$ cat src/rtl/alu_sched_pkg.sv
// Shared types and opcode decode for the two-requester ALU scheduler.
package alu_sched_pkg;

    localparam int unsigned OP_W   = 4;
    localparam int unsigned CTRL_W = 8;

    typedef enum logic [OP_W-1:0] {
        OP_ADD = 4'd0,
        OP_SUB = 4'd1,
        OP_AND = 4'd2,
        OP_OR  = 4'd3,
        OP_XOR = 4'd4,
        OP_NOT = 4'd5,
        OP_ADC = 4'd6,
        OP_SBC = 4'd7
    } op_e;

    typedef enum logic [1:0] {
        ST_IDLE = 2'd0,
        ST_EXEC = 2'd1,
        ST_RESP = 2'd2
    } state_e;

    // ALU control word: bit0 add, bit1 subtract (two's-complement path), bits2..5 AND/OR/XOR/NOT
    localparam logic [CTRL_W-1:0] OP_CTRL [8] = '{
        8'h01,  // ADD
        8'h03,  // SUB
        8'h04,  // AND
        8'h08,  // OR
        8'h10,  // XOR
        8'h20,  // NOT
        8'h01,  // ADC
        8'h03   // SBC
    };

    function automatic logic op_legal(input logic [OP_W-1:0] op);
        return !op[3];
    endfunction

    function automatic logic op_is_arith(input logic [OP_W-1:0] op);
        return (op == OP_ADD) || (op == OP_SUB) || (op == OP_ADC) || (op == OP_SBC);
    endfunction

    function automatic logic op_uses_carry(input logic [OP_W-1:0] op);
        return (op == OP_ADC) || (op == OP_SBC);
    endfunction

endpackage

$ cat src/rtl/alu_sched_rr_arb.sv
// Two-input round-robin arbiter; the requester not granted last wins a tie, requester 0 after reset.
module alu_sched_rr_arb (
    input  logic       clk,
    input  logic       reset,
    input  logic [1:0] req,
    input  logic       accept,
    output logic [1:0] grant_c
);

    logic prio_q;
    logic prio_d;

    always_comb begin
        grant_c = 2'b00;
        prio_d  = prio_q;
        if (req == 2'b11) begin
            grant_c = prio_q ? 2'b10 : 2'b01;
        end else begin
            grant_c = req;
        end
        // after granting 0, requester 1 holds priority and vice versa
        if (accept && (grant_c != 2'b00)) begin
            prio_d = grant_c[0];
        end
    end

    always_ff @(posedge clk or posedge reset) begin
        if (reset) begin
            prio_q <= 1'b0;
        end else begin
            prio_q <= prio_d;
        end
    end

endmodule

$ cat src/rtl/alu_sched.sv
// Schedules two requesters onto one external ALU (IDLE -> EXEC -> RESP).
// Optional per-requester carry chaining for ADC/SBC under ALU_SCHED_CARRY_CHAIN_EN.
module alu_sched
    import alu_sched_pkg::*;
#(
    parameter int unsigned DATA_WIDTH = 16,
    parameter int unsigned TAG_WIDTH  = 4
) (
    input  logic                           clk,
    input  logic                           reset,
    input  logic [1:0]                     req_valid,
    output logic [1:0]                     req_ready,
    input  logic [1:0][OP_W-1:0]           req_op,
    input  logic [1:0][DATA_WIDTH-1:0]     req_a,
    input  logic [1:0][DATA_WIDTH-1:0]     req_b,
    input  logic [1:0][TAG_WIDTH-1:0]      req_tag,
    output logic [DATA_WIDTH-1:0]          alu_a,
    output logic [DATA_WIDTH-1:0]          alu_b,
    output logic [CTRL_W-1:0]              alu_ctrl,
    output logic                           alu_cin,
    output logic                           alu_out_en,
    input  logic [DATA_WIDTH-1:0]          alu_out,
    input  logic                           alu_cout,
    output logic                           res_valid,
    input  logic                           res_ready,
    output logic [DATA_WIDTH-1:0]          res_data,
    output logic                           res_cout,
    output logic [TAG_WIDTH-1:0]           res_tag,
    output logic                           res_src,
    output logic                           res_err
);

    state_e                  state_q, state_d;
    logic [OP_W-1:0]         op_q, op_d;
    logic [TAG_WIDTH-1:0]    tag_q, tag_d;
    logic                    src_q, src_d;
    logic [DATA_WIDTH-1:0]   alu_a_q, alu_a_d;
    logic [DATA_WIDTH-1:0]   alu_b_q, alu_b_d;
    logic [CTRL_W-1:0]       alu_ctrl_q, alu_ctrl_d;
    logic                    alu_cin_q, alu_cin_d;
    logic                    alu_out_en_q, alu_out_en_d;
    logic                    res_valid_q, res_valid_d;
    logic [DATA_WIDTH-1:0]   res_data_q, res_data_d;
    logic                    res_cout_q, res_cout_d;
    logic [TAG_WIDTH-1:0]    res_tag_q, res_tag_d;
    logic                    res_src_q, res_src_d;
    logic                    res_err_q, res_err_d;

    logic [1:0]              arb_req;
    logic [1:0]              grant_c;
    logic                    gidx;
    logic [OP_W-1:0]         g_op;
    logic                    g_cin;

    assign arb_req   = (state_q == ST_IDLE) ? req_valid : 2'b00;
    assign req_ready = grant_c;
    assign gidx      = grant_c[1];
    assign g_op      = req_op[gidx];

    alu_sched_rr_arb u_arb (
        .clk     (clk),
        .reset   (reset),
        .req     (arb_req),
        .accept  (|grant_c),
        .grant_c (grant_c)
    );

`ifdef ALU_SCHED_CARRY_CHAIN_EN
    logic [1:0] carry_q, carry_d;

    assign g_cin = op_uses_carry(g_op) ? carry_q[gidx] : 1'b0;

    // each requester's flag follows the carry of its own legal arithmetic ops
    always_comb begin
        carry_d = carry_q;
        if ((state_q == ST_EXEC) && op_is_arith(op_q)) begin
            carry_d[src_q] = alu_cout;
        end
    end

    always_ff @(posedge clk or posedge reset) begin
        if (reset) begin
            carry_q <= 2'b00;
        end else begin
            carry_q <= carry_d;
        end
    end
`else
    assign g_cin = 1'b0;
`endif

    always_comb begin
        state_d      = state_q;
        op_d         = op_q;
        tag_d        = tag_q;
        src_d        = src_q;
        alu_a_d      = alu_a_q;
        alu_b_d      = alu_b_q;
        alu_ctrl_d   = '0;
        alu_cin_d    = 1'b0;
        alu_out_en_d = 1'b0;
        res_valid_d  = res_valid_q;
        res_data_d   = res_data_q;
        res_cout_d   = res_cout_q;
        res_tag_d    = res_tag_q;
        res_src_d    = res_src_q;
        res_err_d    = res_err_q;

        unique case (state_q)
            ST_IDLE: begin
                if (grant_c != 2'b00) begin
                    state_d = ST_EXEC;
                    op_d    = g_op;
                    tag_d   = req_tag[gidx];
                    src_d   = gidx;
                    alu_a_d = req_a[gidx];
                    alu_b_d = req_b[gidx];
                    // ALU drive is armed here so it is valid for the whole EXEC cycle
                    if (op_legal(g_op)) begin
                        alu_ctrl_d   = OP_CTRL[g_op[2:0]];
                        alu_cin_d    = g_cin;
                        alu_out_en_d = 1'b1;
                    end
                end
            end
            ST_EXEC: begin
                state_d     = ST_RESP;
                res_valid_d = 1'b1;
                res_tag_d   = tag_q;
                res_src_d   = src_q;
                res_err_d   = !op_legal(op_q);
                res_data_d  = op_legal(op_q) ? alu_out : '0;
                res_cout_d  = op_legal(op_q) ? alu_cout : 1'b0;
            end
            ST_RESP: begin
                if (res_ready) begin
                    state_d     = ST_IDLE;
                    res_valid_d = 1'b0;
                end
            end
            default: begin
                state_d = ST_IDLE;
            end
        endcase
    end

    always_ff @(posedge clk or posedge reset) begin
        if (reset) begin
            state_q      <= ST_IDLE;
            op_q         <= '0;
            tag_q        <= '0;
            src_q        <= 1'b0;
            alu_a_q      <= '0;
            alu_b_q      <= '0;
            alu_ctrl_q   <= '0;
            alu_cin_q    <= 1'b0;
            alu_out_en_q <= 1'b0;
            res_valid_q  <= 1'b0;
            res_data_q   <= '0;
            res_cout_q   <= 1'b0;
            res_tag_q    <= '0;
            res_src_q    <= 1'b0;
            res_err_q    <= 1'b0;
        end else begin
            state_q      <= state_d;
            op_q         <= op_d;
            tag_q        <= tag_d;
            src_q        <= src_d;
            alu_a_q      <= alu_a_d;
            alu_b_q      <= alu_b_d;
            alu_ctrl_q   <= alu_ctrl_d;
            alu_cin_q    <= alu_cin_d;
            alu_out_en_q <= alu_out_en_d;
            res_valid_q  <= res_valid_d;
            res_data_q   <= res_data_d;
            res_cout_q   <= res_cout_d;
            res_tag_q    <= res_tag_d;
            res_src_q    <= res_src_d;
            res_err_q    <= res_err_d;
        end
    end

    assign alu_a      = alu_a_q;
    assign alu_b      = alu_b_q;
    assign alu_ctrl   = alu_ctrl_q;
    assign alu_cin    = alu_cin_q;
    assign alu_out_en = alu_out_en_q;
    assign res_valid  = res_valid_q;
    assign res_data   = res_data_q;
    assign res_cout   = res_cout_q;
    assign res_tag    = res_tag_q;
    assign res_src    = res_src_q;
    assign res_err    = res_err_q;

endmodule

$ cat config.mk
export PLATFORM = sky130hd
export DESIGN_NAME = alu_sched
export DESIGN_NICKNAME = d
export VERILOG_FILES = /design/src/rtl/alu_sched_pkg.sv /design/src/rtl/alu_sched_rr_arb.sv /design/src/rtl/alu_sched.sv
export SDC_FILE = /design/constraint.sdc
export NUM_CORES = 1
export LEC_CHECK = 0
export CORE_MARGIN = 2
export CORE_UTILIZATION = 41
export DETAILED_ROUTE_END_ITERATION = 10
export HOLD_SLACK_MARGIN = 0.05
export PLACE_DENSITY = 0.82
export SYNTH_ARGS = -nofsm -noshare
export SYNTH_HDL_FRONTEND = slang
export SYNTH_SLANG_ARGS = --single-unit
$ cat constraint.sdc
create_clock -name clk -period 3 [get_ports clk]
set_input_delay 0.6 -clock clk [delete_from_list [all_inputs] [get_ports clk]]
set_output_delay 0.6 -clock clk [all_outputs]
set_load 0.02 [all_outputs]
### After elaboration in Yosys (flattened, before gate mapping)

Memories as Yosys holds them, arrays and structs flattened.
Index checks and enable logic that the tools add are counted.

* reduce and logical (&&, ||, !) cells: 8
* muxes and demuxes: 26
* bitwise logic cells: 1
* $lt $le $gt $ge: 2
* eq/ne operators: 5

Operator list (number)
* 2-to-1 mux 16 bit: 5
* 2-to-1 mux 8 bit: 5
* 2-to-1 mux 4 bit: 4
* 2-to-1 mux 2 bit: 5
* one-hot mux 2 bit (3 select lines): 1
* AND reduction 2 bit: 3
* 2-to-1 mux 1 bit: 5
* equality test 2 bit (second input constant): 2
* greater-or-equal comparator 4 bit (second input constant): 1
* NOT 3 -> 4 bit: 1
* nonzero test 2 bit: 2
* equality test 2 x 1 -> 1 bit (second input constant): 1
* logical NOT 2 bit: 1
* < comparator 1 x 2 -> 1 bit (second input constant): 1
* inequality test 2 x 1 -> 1 bit (second input constant): 1
* inequality test 2 bit (second input constant): 1
* one-hot mux 1 bit (2 select lines): 1
* OR reduction 2 bit: 1
* logical AND 1 bit: 1

* output and inout port bits: 68
* input bits: 102
* logic and storage cells: 58
* memories: 1
* bits in read-only memories: 64
* bits in registers: 77

Memories
* (name not given): depth 8, bits a word 8, rd ports 1, clocked after memory_dff 0, write ports 0, RTL line alu_sched.sv:120 `alu_ctrl_d = OP_CTRL[g_op[2:0]];`

### Logic depth before layout (Yosys ltp)

* depth in word-level cells: 13
* depth in mapped cells: 6

### Hierarchy

From an unflattened synthesis, not the netlist that was laid out.

* cells, all modules: 309
* area total of the unflattened synthesis: 3364.5 µm²

Modules (own cells, without submodules)
* alu_sched: seq. area each 1776.7 µm², cells each 302, area each 3305.7 µm², instances 1
* alu_sched_rr_arb: seq. area each 25.0 µm², cells each 7, area each 58.8 µm², instances 1

### Worst setup path after synthesis

Ideal clock, no wire load.

* kind: input-to-output
* from: in req_valid[1]
* to: out req_ready[1]
* required time: 2.400 ns
* path buffers: 2
* slack: 1.065 ns
* cell stages on the path: 5
* arrival: 1.335 ns
* cells stage by stage: nor3b_4 buf_6 nand2_4 buf_6 inv_1

* cells in the longest elaborated chain, start to end: 3

RTL lines
* start, declared: RTL line alu_sched.sv:11 `input logic [1:0] req_valid,`
* 2-to-1 mux 2 bit (*): RTL line alu_sched.sv:55 `assign arb_req = (state_q == ST_IDLE) ? req_valid : 2'b00;`
* equality test 2 bit: RTL line alu_sched_rr_arb.sv:16 `if (req == 2'b11) begin`
* 2-to-1 mux 2 bit (*): RTL line alu_sched_rr_arb.sv:16
* end, declared: RTL line alu_sched.sv:12 `output logic [1:0] req_ready,`

Every way passes the cells marked *; elsewhere a longest branch is shown, timed or not.

### Final worst setup path

* from: in req_valid[1]
* to: out req_ready[0]

* cells in the longest elaborated chain, start to end: 3

RTL lines (RTL line)
* 2-to-1 mux 2 bit: alu_sched.sv:55
* equality test 2 bit: alu_sched_rr_arb.sv:16
* 2-to-1 mux 2 bit: alu_sched_rr_arb.sv:16

No other way between the ends.

==> qor.csv <==
stage;metric;value;unit
run_status;outcome;finished, final reports clean;
logic_synthesis;most common cell in the netlist;dfrtp_1;
global_routing;number of global-route vias before repair;3190;
critical_path;critical path's largest stage delay;610;ps
clock_network;total CTS buffers;9;
clock_network;post-CTS setup buffer count;0;
logic_synthesis;synth unique cells;35;
critical_path;CP Buf/Inv Count;2;
detailed_routing;via count;3139;
floorplan;Die Height;96.1;um
logic_synthesis;sequential share of the synthesized area;51.8;%
logic_synthesis;Warnings, synthesis;0;
placed_design;Port Buffer Count;166;
global_routing;GRT overflow;0;
pwr;worst vdd ir;0.000455;V
timing;min Tclk post-route;2790;ps
clock_network;CTS Buffer Depth;2;
critical_path;reg-to-reg slack, setup;1230;ps
pwr;leakage;0.00233;uW
critical_path;critical path's slowest cell;clkdlybuf4s50_1;
clock_network;Clock Latency Late Sink;330;ps
global_routing;largest net degree at the start of global routing;41;
clock_network;# resized after CTS;0;
floorplan;DIE AREA;9230;um2
timing;unrepaired setup endpoints after global routing;no;
logic_synthesis;number of synthesized register bits;72;
pwr;Pwr per Cell Area;919;nW/um2
floorplan;row cnt;33;
detailed_routing;TritonRoute pass-1 iters;4;
global_routing;gr usage total;21.3;%
logic_synthesis;Post-synth EDFFs;0;
floorplan;starting density of the core;42.3;%
detailed_routing;DR DRC count;0;
critical_path;crit-path most repeated cell;clkdlybuf4s50_1;
logic_synthesis;Post-Syn Instances;316;
timing;Final Slew Violations;0;
timing;measured slew at the worst slew-check pin;771;ps
detailed_routing;final wirelength;9700;um
logic_synthesis;ys flop type;dfrtp_1;
logic_synthesis;ys async rst share;100;%
critical_path;Crit Path Category;input port to output pin;
critical_path;Worst Path Max Fanout;3;
finish;Area Overhead vs Synth;54.4;%
job;max_cap viols;0;
placed_design;Detailed Place HPWL;6910;um
clock_network;# H-tree levels;3;
clock_network;CTS root buf;clkbuf_8;
clock_network;clk slew on worst S/H paths;70;ps
timing;Max Fclk;0.359;GHz
critical_path;crit-path leading delay family;buffers and inverters;
detailed_routing;vias per cell;5.37;
finish;share of layout cells above drive strength 1;8.54;%
timing;setup_tns;0;ps
detailed_routing;initial DRC count;96;
finish;# diodes;0;
critical_path;CP Cell Sequence;clkdlybuf4s50_1 > a211oi_1 > and2_1 > clkdlybuf4s50_1;
pwr;Overall Power;4940;uW
clock_network;clock sinks;72;
timing;period utilization;92.9;%
critical_path;Crit path arrival time;2190;ps
floorplan;# IOs;170;
detailed_routing;DR WL/cell;16.6;um
timing;Worst Clk Skew;7.02;ps
timing;final setup vio count;0;
timing;Worst slew margin;48.6;%
clock_network;CTS tree;built;
finish;Fillers;665;
detailed_routing;Post-DRT Antenna Nets;0;
logic_synthesis;Yosys top cell area share;51.8;%
logic_synthesis;Synth Area per Inst;11.0;um2
global_routing;first-pass GRT wire length;15100;um
timing;final hold vios;0;
floorplan;Die X;96.1;um
critical_path;CP endpoint kind;output pin;
logic_synthesis;cell taking the most area after synthesis;dfrtp_1;
min_path;worst min path class;flip-flop to flip-flop;
logic_synthesis;Syn Std Cell Area;3480;um2
critical_path;Critical Path RT;2400;ps
critical_path;CP startpoint kind;input port;
global_routing;antenna violations before repair;0;
logic_synthesis;top post-synthesis cells by area;dfrtp_1 (52%), a221o_1 (10%), nor3b_1 (7.8%), and3_1 (6.5%), nand2b_1 (4.1%);
floorplan;Core Area;8220;um2
logic_synthesis;top cells by count, synth;dfrtp_1 (72), a221o_1 (36), and3_1 (36), nor3b_1 (36), nand2b_1 (23);
finish;nets@finish;577;
placed_design;RePlAce Congestion;0.742;
clock_network;hold_buf cts;0;
==> power by group <==
| part | switching (uW) | internal (uW) |
|---|---|---|
| registers | 270 | 1380 |
| logic | 1310 | 1300 |
| clock network | 353 | 322 |
==> metal layers <==
layer  vias up  part of all wire, %  global-route usage (%)
met3        11                  6.9                    5.56
met2       116                   49                    36.8
met1      1535                   42                    26.2
met5         -                    0                       0
met4         0                  1.3                    6.31
li1       1477                    -                       -
==> registers in the layout, indices dropped and copies added, names as in the netlist, 2 cells and up <==
name / cells
res_tag: 4
alu_a: 16
state_q: 2
tag_q: 4
res_data: 16
alu_ctrl: 6
alu_b: 16
==> worst paths after layout <==
check	start	endpoint	cells after the start
min reg2reg	src_q$_DFFE_PP0P_	src_q$_DFFE_PP0P_	1
min in group asynchronous	reset	res_tag[1]$_DFFE_PP0P_	2
max	req_valid[1]	req_ready[0]	4
max in group asynchronous	reset	state_q[0]$_DFFE_PP0P_	3
max reg2reg	state_q[1]$_DFFE_PP0P_	alu_ctrl[2]$_DFF_PP0_	4
min	src_q$_DFFE_PP0P_	src_q$_DFFE_PP0P_	1
==> per-stage QoR <==
| step | setup WS [ps] | std cells | util, % | instance area (um2) | hold slack, ps |
|---|---|---|---|---|---|
| 2_1_floorplan | 575 | 318 | - | 3480 | 446 |
| 3_3_place_gp | 253 | 569 | 63.3 | 5200 | 455 |
| 3_5_place_dp | 220 | 569 | 63.3 | 5200 | 462 |
| 4_1_cts | 206 | 585 | 65.4 | 5370 | 480 |
| 5_1_grt | 95.4 | 585 | 65.4 | 5370 | 517 |
| 6_report | 213 | 585 | 65.4 | 5370 | 475 |
==> cell families (layout without fill, tap and decap cells) <==
family / after synthesis / after routing / synth area share [%]
other: 1 / 3 / 0.108
XOR/XNOR: 2 / 2 / 0.504
AO/OA/AOI/OAI: 67 / 67 / 15.8
AND/OR/NAND/NOR: 129 / 129 / 23.5
buffers and inverters: 39 / 201 / 6.33
flip-flops: 72 / 72 / 51.8
multiplexers: 6 / 6 / 1.94
==> layout make-up <==
cell class	count	area [um2]	area share, %
clock buffer	11	141	2.63
clock inverter	5	31.3	0.582
inverter	7	26.3	0.489
multi-input combinational	207	1470	27.4
sequential	72	1800	33.6
tap	105	131	2.45
timing repair buffer	178	1760	32.9
==> placed cells by master (no fill, tap or decap), types with 5 or more instances in the layout <==
cell type / count
inv_1: 5
dfrtp_1: 72
and3_1: 36
a221o_1: 36
nand2_1: 21
buf_4: 11
mux2_2: 6
o21ai_0: 18
nor3b_1: 36
nand2b_1: 23
clkdlybuf4s50_1: 166
clkbuf_8: 10
Note: power is estimated with default switching activity, not from simulation.
==> variant, RTL diff (same settings) <==
The 3 states of `state_e` get a one-hot encoding in 3 bits.
--- a/src/rtl/alu_sched_pkg.sv
+++ b/src/rtl/alu_sched_pkg.sv
@@ -15,10 +15,10 @@
         OP_SBC = 4'd7
     } op_e;
 
-    typedef enum logic [1:0] {
-        ST_IDLE = 2'd0,
-        ST_EXEC = 2'd1,
-        ST_RESP = 2'd2
+    typedef enum logic [2:0] {
+        ST_IDLE = 3'b001,
+        ST_EXEC = 3'b010,
+        ST_RESP = 3'b100
     } state_e;
 
     // ALU control word: bit0 add, bit1 subtract (two's-complement path), bits2..5 AND/OR/XOR/NOT
Formal check against the unedited RTL: no difference found for any inputs over 10 cycles, from zero or initial values and one cycle with reset high; not proved beyond that.
==> variant against the unedited design <==
Wire length shrank 9.3%. Synthesized cell count fell by 0.95%. Final area fell by 2.6%. Register-to-register slack got worse by 0.17 ns. Combinational power down 2%. Count of clock-buffer cells in the layout is 1 lower. Synthesized area decreased by 5.6%. Total power increased by 4.7%. Sequential cell count rose by 1. Setup slack better by 0.069 ns.
==> variant: results (changes against the unedited design) <==
stage,metric,value,unit,change
status,status,"complete, no violations",,
synthesis,ys_top_cells_by_area,"dfrtp_1, nor2_1, a221oi_1",,
placement,post-place-ws,0.287,ns,+0.0665 ns
power,p_leak,2.16,nW,-7.3%
sta,clock_skew,0.00916,ns,+0.00214 ns
routing,final_antenna_net_count,0,,unchanged
synthesis,seq_area_frac_synth,55.7,%,+3.9 points
worst_hold_path,min_path_cells,2,,+1
synthesis,synth_xor_area_share,0,%,-0.50 points
routing,drt-initial-drc-count,102,,+6.3%
critical_path,crit_fanout,7,,+4
synthesis,ys_types,34,,-2.9%
critical_path,crit_arrival,2.12,ns,-0.07 ns
sta,max_freq,368,MHz,+2.5%
final_layout,final_nets,575,,-0.35%
sta,slew_headroom,47.9,%,-0.73 points
power,max-vdd-ir-drop,423,uV,-6.9%
placement,post-place-cells,564,,-0.88%
routing,drt_wl_total,8800,um,-9.3%
power,swShare,38.4,%,-0.66 points
synthesis,muxShareOfSynthArea,3.28,%,+1.3 points
final_layout,n_fill_cell,592,,-11%
placement,place_area,4990,sq um,-4.0%
placement,gp_congestion,0.754,,+1.6%
synthesis,synth-compound-area-share,16.6,%,+0.76 points
global_routing,grt_pass1_wl,13900,um,-8.3%
placement,dp_hpwl,6480,um,-6.3%
critical_path,ff2ff_setup_slack,1.06,ns,-0.17 ns
global_routing,grt_usage,20.4,%,-0.94 points
routing,num_vias,2922,,-6.9%
power,pwr-share-clk,17.9,%,+4.2 points
synthesis,ys_top_cells_by_count,"nor2_1, dfrtp_1, a221oi_1, nand2_1, nand2b_1",,
critical_path,worst_r2r_path_depth,5,,+1
routing,wl_per_cell,15.2,um,-8.3%
global_routing,grt_max_degree,42,,+2.4%
final_layout,layout-drive-gt1-share,9.85,%,+1.3 points
critical_path,r2r-start,state_q[0]$_DFFE_PP1P_,,
clock_tree,clockBufferDepth,2,,unchanged
critical_path,r2r-end,op_q[3]$_DFFE_PP0P_,,
synthesis,synthCells,313,,-0.95%
sta,hold_ws,0.480,ns,+0.00422 ns
clock_tree,clkTransAtPathRegs,0.07,ns,about the same
[variant: changes by cell type in the layout (fill, tap and decap cells not counted), sizes merged, moves of 5 or more]
cell,delta
buf,-5
nor2,+78
nor3b,-36
and3,-35
a221oi,+36
a221o,-35
[variant: final cells by class]
| type | count | area (sq um) | share of cell area (%) |
|---|---|---|---|
| clock buffer | 10 | 138 | 2.63 |
| sequential | 73 | 1830 | 35.0 |
| tap | 102 | 128 | 2.44 |
| clock inverter | 5 | 104 | 1.99 |
| inverter | 6 | 22.5 | 0.431 |
| multi-input combinational | 210 | 1280 | 24.5 |
| timing repair buffer | 173 | 1730 | 33.0 |
[variant: per-layer routing]
layer / vias to the layer above / wire length, um / GRT usage [%]
met3: 13 / 754 / 7.09
met5: - / 0 / 0
li1: 1395 / - / -
met2: 119 / 4430 / 34.7
met1: 1395 / 3440 / 23.6
met4: 0 / 176 / 7.97
